**src/rtl/bin2bcd_seq.sv**
```systemverilog
// Sequential binary-to-BCD converter using one double-dabble step per clock.
// An optional two's-complement front end reports the sign and converts the magnitude.
`timescale 1ns / 1ps

module bin2bcd_seq #(
  parameter int unsigned WIDTH  = 8,
  parameter int unsigned DIGITS = 3,
  parameter int unsigned SIGNED = 0
) (
  input  logic                  clk,
  input  logic                  rst_n,
  input  logic                  in_valid,
  output logic                  in_ready,
  input  logic [WIDTH-1:0]      bin,
  output logic                  out_valid,
  input  logic                  out_ready,
  output logic [4*DIGITS-1:0]   bcd,
  output logic                  sign,
  output logic                  overflow,
  output logic                  busy
);

  if (WIDTH < 4 || WIDTH > 32) begin : g_bad_width
    $error("bin2bcd_seq: WIDTH must be in 4..32");
  end
  if (DIGITS < 1 || DIGITS > 10) begin : g_bad_digits
    $error("bin2bcd_seq: DIGITS must be in 1..10");
  end
  if (SIGNED > 1) begin : g_bad_signed
    $error("bin2bcd_seq: SIGNED must be 0 or 1");
  end

  localparam int unsigned BcdW = 4 * DIGITS;
  localparam int unsigned CntW = $clog2(WIDTH);
  localparam logic [CntW-1:0] LastCnt = CntW'(WIDTH - 1);
  localparam logic [BcdW-1:0] AllNines = {DIGITS{4'h9}};

  typedef enum logic [1:0] {StIdle, StShift, StDone} state_e;

  state_e          state_q;
  logic [BcdW-1:0] dig_q, dig_adj, dig_nxt;
  logic [WIDTH-1:0] mag_q, mag_nxt;
  logic [CntW-1:0] cnt_q;
  logic            ovf_q, ovf_nxt, neg_q, lost_bit, cap_neg;

  assign cap_neg = (SIGNED != 0) && bin[WIDTH-1];

  // One double-dabble step: add-3 on digits >= 5, then shift {digits, magnitude} left.
  always_comb begin
    dig_adj = dig_q;
    for (int k = 0; k < DIGITS; k++) begin
      if (dig_q[4*k +: 4] >= 4'd5) begin
        dig_adj[4*k +: 4] = dig_q[4*k +: 4] + 4'd3;
      end
    end
    {lost_bit, dig_nxt, mag_nxt} = {dig_adj, mag_q, 1'b0};
    ovf_nxt = ovf_q | lost_bit;
  end

  always_ff @(posedge clk or negedge rst_n) begin
    if (!rst_n) begin
      state_q   <= StIdle;
      in_ready  <= 1'b1;
      busy      <= 1'b0;
      out_valid <= 1'b0;
      bcd       <= '0;
      sign      <= 1'b0;
      overflow  <= 1'b0;
      dig_q     <= '0;
      mag_q     <= '0;
      cnt_q     <= '0;
      ovf_q     <= 1'b0;
      neg_q     <= 1'b0;
    end else begin
      unique case (state_q)
        StIdle: begin
          if (in_valid) begin
            state_q  <= StShift;
            in_ready <= 1'b0;
            busy     <= 1'b1;
            neg_q    <= cap_neg;
            // Most negative input wraps to 2^(WIDTH-1), which is the correct magnitude.
            mag_q    <= cap_neg ? (~bin + 1'b1) : bin;
            dig_q    <= '0;
            ovf_q    <= 1'b0;
            cnt_q    <= '0;
          end
        end
        StShift: begin
          dig_q <= dig_nxt;
          mag_q <= mag_nxt;
          ovf_q <= ovf_nxt;
          cnt_q <= cnt_q + 1'b1;
          if (cnt_q == LastCnt) begin
            state_q   <= StDone;
            busy      <= 1'b0;
            out_valid <= 1'b1;
            bcd       <= ovf_nxt ? AllNines : dig_nxt;
            sign      <= neg_q;
            overflow  <= ovf_nxt;
          end
        end
        StDone: begin
          if (out_ready) begin
            state_q   <= StIdle;
            out_valid <= 1'b0;
            in_ready  <= 1'b1;
            bcd       <= '0;
            sign      <= 1'b0;
            overflow  <= 1'b0;
          end
        end
        default: begin
          state_q   <= StIdle;
          in_ready  <= 1'b1;
          busy      <= 1'b0;
          out_valid <= 1'b0;
        end
      endcase
    end
  end

endmodule

```
**config.mk**
```make
export PLATFORM = sky130hd
export DESIGN_NAME = bin2bcd_seq
export DESIGN_NICKNAME = d
export VERILOG_FILES = /design/src/rtl/bin2bcd_seq.sv
export SDC_FILE = /design/constraint.sdc
export NUM_CORES = 1
export LEC_CHECK = 0
export BUFFER_PORTS_ARGS = -buffer_cell sky130_fd_sc_hd__clkbuf_2
export CORE_AREA = 3 3 76 78
export CTS_BUF_LIST = sky130_fd_sc_hd__clkbuf_2 sky130_fd_sc_hd__clkbuf_4 sky130_fd_sc_hd__clkbuf_8
export CTS_CLUSTER_DIAMETER = 30
export DETAILED_ROUTE_END_ITERATION = 7
export DIE_AREA = 0 0 79 81
export MAX_ROUTING_LAYER = met4
export SETUP_SLACK_MARGIN = 0.5
export SLEW_MARGIN = 40
export SYNTH_ARGS = -nofsm -noshare
export SYNTH_HDL_FRONTEND = slang
export SYNTH_SLANG_ARGS = --single-unit
```
**constraint.sdc**
```tcl
create_clock -name clk -period 4.1 [get_ports clk]
set_clock_uncertainty 0.05 [all_clocks]
set_input_delay 0.205 -clock clk [delete_from_list [all_inputs] [get_ports clk]]
set_output_delay 0.205 -clock clk [all_outputs]
set_load 0.01 [all_outputs]
```
==> results.md <==
- Outcome: complete, no violations
- Max-slew violation count: 0
- Worst-path clk slew: 0.09 ns
- Drt initial violations: 94
- Worst skew pair latency: 0.29 ns
- CP max FO: 5
- Clock root buffer: clkbuf_8
- H-tree Lvls: 2
- Vias in the first global route: 1541
- Leading area contributor after synthesis: dfrtp_1
- CP startpoint kind: flip-flop
- GRT Resource Usage Total: 0.1578
- Final critical-path required period: 1.839 ns
- Initial Util: 0.3990
- Most numerous cell in the Yosys netlist: dfrtp_1
- Tcrit/Tclk final: 0.4485
- Setup violators final: 0
- Final core occ: 0.4542
- Worst hold path type: primary input to flip-flop
- GPL Wtd Cong: 0.7315
- Clock Sinks: 42
- Die Footprint: 0.006399 sq mm
- CP arrival: 1.97 ns
- Io pins: 29
- Max_slew headroom: 0.6186
- Fill count: 534
- TritonCTS clock tree: yes
- CORE AREA: 0.005140 sq mm
- Data required time at the worst endpoint: 4.23 ns
- Crit-path slowest cell: dfrtp_1
- # diodes: 0
- Critical Path End Type: flip-flop
- Worst hold start: bin[4]
- Share of cells above drive strength 1: 0.1941
- Placed insts: 298
- WHS Path Cells: 3
- Synth warnings: 0
- Die width: 79 microns
- DRC: 0
- # rows: 26
- Syn nets: 229
- Most common library cells after synthesis: 41 x dfrtp_1, 31 x o21ai_0, 28 x nand2_1
- Worst-Margin Slew: 0.5721 ns
- Flop2flop setup slack: 2.26 ns
- Post-DP HPWL: 2.919 mm
- Die H: 81 microns
- Pwr dens: 771.0 mW/mm^2
- CTS Buf Count: 5
- Syn_area_per_cell: 9.812 sq um
- EDFF count, synth: 0
- Largest net degree at the start of global routing: 43
- Worst setup path class: flip-flop to flip-flop
- Post-DRT Antenna Nets: 0
- Buf/Inv on CP: 1
- Grt ovf: 0
- Post-Synthesis Cells: 209
- Area Overhead vs Synth: 13.85%
- Post-synthesis async set-or-reset flop share: 1.000
- Synth Register Bits: 42
- Maximum vdd ir drop: 0.0002992 V
- Final wirelength: 4.304 mm
- Post-CTS setup buffer count: 0
- Leakage power total: 1.113 nW
- Final Hold Violating Endpoints: 0
- Clk buf depth: 2
- Nets@finish: 256
- Via count: 1562
- Yosys cell types: 33
- Cell family with most CP delay: simple AND/OR/NAND/NOR gates
- Mean number of vias per cell: 5.088
- Reg2reg end: bcd[5]
- Post-CTS Resized: 0
- Synth top area share: 0.5003
- Endpoint, Worst Hold: mag_q[4]
- Initial antenna violation count: 0
- Crit path cell chain: inv_1 -> ha_1 -> nor2b_1 -> or3_4 -> nand2_1 -> nor2_1 -> a22o_1
- RSZ-0062 raised after global routing: false
- Sequential share of the synthesized area: 0.5131
- Area contributors post-synth: dfrtp_1 50%, o21ai_0 7.6%, nand2_1 5.1%
- DR pass1 iterations: 4
- Max Cap Viol: 0
- Reg2Reg Depth: 7
- First-pass GRT wire length: 7.590 mm
- Mapped cell area: 0.002051 sq mm
- Reg-to-reg startpoint: dig_q[8]
- Post-synth top flop: dfrtp_1
- Routed len/inst: 14.02 microns
- Delay of the slowest cell on the worst path: 0.44 ns
- Max Fclk: 0.5439 GHz
- Final Non-Filler Cells: 307
- Post-route setup TNS: 0 ns
- PortBufs: 27
- Hold_buf cts: 1
==> worst min-delay path: stages <==
cell      delay [ns]
clkbuf_2        0.07
mux2i_1         0.05
o21ai_0         0.13
==> cell type report <==
class | instances | area [sq um] | area share
Sequential cell | 42 | 1052 | 0.4507
Multi-Input combinational cell | 150 | 914.6 | 0.3917
Timing Repair Buffer | 30 | 162.7 | 0.06967
Clock buffer | 8 | 91.34 | 0.03912
Tap cell | 70 | 87.58 | 0.03751
Inverter | 7 | 26.28 | 0.01125
==> state kept, by name (all words and copies together), names as in the netlist <==
name,count
busy,1
overflow,1
mag_q,8
bcd,12
out_valid,1
dig_q,12
state_q,2
in_ready,1
ovf_q,1
cnt_q,3
==> per-layer routing <==
metal | vias up | global-route usage | part of all wire
met5 | - | - | 0
met4 | 0 | 0.04639 | 0.013
met3 | 7 | 0.03548 | 0.039
met2 | 28 | 0.2492 | 0.47
met1 | 753 | 0.2043 | 0.48
li1 | 774 | - | -
==> how the worst max path moves through the flow <==
stage	from	to	slack, ns	depth (start not counted)
after floorplan	dig_q[8]	bcd[10]	2.42	7
after global placement	dig_q[8]	bcd[1]	2.30	7
after detailed placement	dig_q[8]	bcd[1]	2.28	7
after CTS	dig_q[8]	bcd[1]	2.27	7
after global routing	dig_q[8]	bcd[1]	2.13	7
final	dig_q[8]	bcd[5]	2.26	7
==> layout by cell type, fill, tap and decap left out, types with 2 or more instances in the layout <==
cell,instances
a21oi_1,15
o21ai_0,31
clkbuf_2,26
nand2_1,28
nor3_1,3
a22o_1,9
mux2i_1,5
inv_1,7
clkbuf_8,5
a22oi_1,3
mux2_2,2
a21o_1,4
xnor2_1,3
nor2_1,13
ha_1,8
nor2b_1,8
a31oi_1,2
buf_4,2
dfrtp_1,41
nand2b_1,4
clkbuf_4,4
nor3b_1,2
==> logic make-up (layout without fill, tap and decap cells) <==
logic type               count (synthesis)  after routing  share of synthesized area
AO/OA/AOI/OAI                           68             68                     0.1989
XOR/XNOR                                 3              3                    0.01282
adder cells (fa/ha/maj)                  8              8                    0.04881
buffers and inverters                   17             45                    0.04088
flip-flops                              42             42                     0.5131
multiplexers                             7              7                    0.03539
other                                    1              1                   0.001829
AND/OR/NAND/NOR                         63             63                     0.1483
==> stage by stage <==
step	hold slack (ns)	setup slack, ns	power [mW]	cell area [sq um]
3_3_place_gp	0.4036	2.295	1.524	2231
6_report	0.1477	2.261	1.800	2335
5_1_grt	0.1812	2.132	1.984	2335
4_1_cts	0.1504	2.265	1.826	2335
2_1_floorplan	-0.1406	2.422	1.310	2051
3_5_place_dp	0.2269	2.277	1.540	2233
==> report_power, final <==
part           internal, mW  switching (mW)  total [mW]  leakage, nW
combinational         0.350           0.422       0.772        0.538
clock                 0.141           0.140       0.281       0.0498
sequential            0.596           0.152       0.747        0.526
total                  1.09           0.713        1.80         1.11
Power figures use the tool's default switching activity.
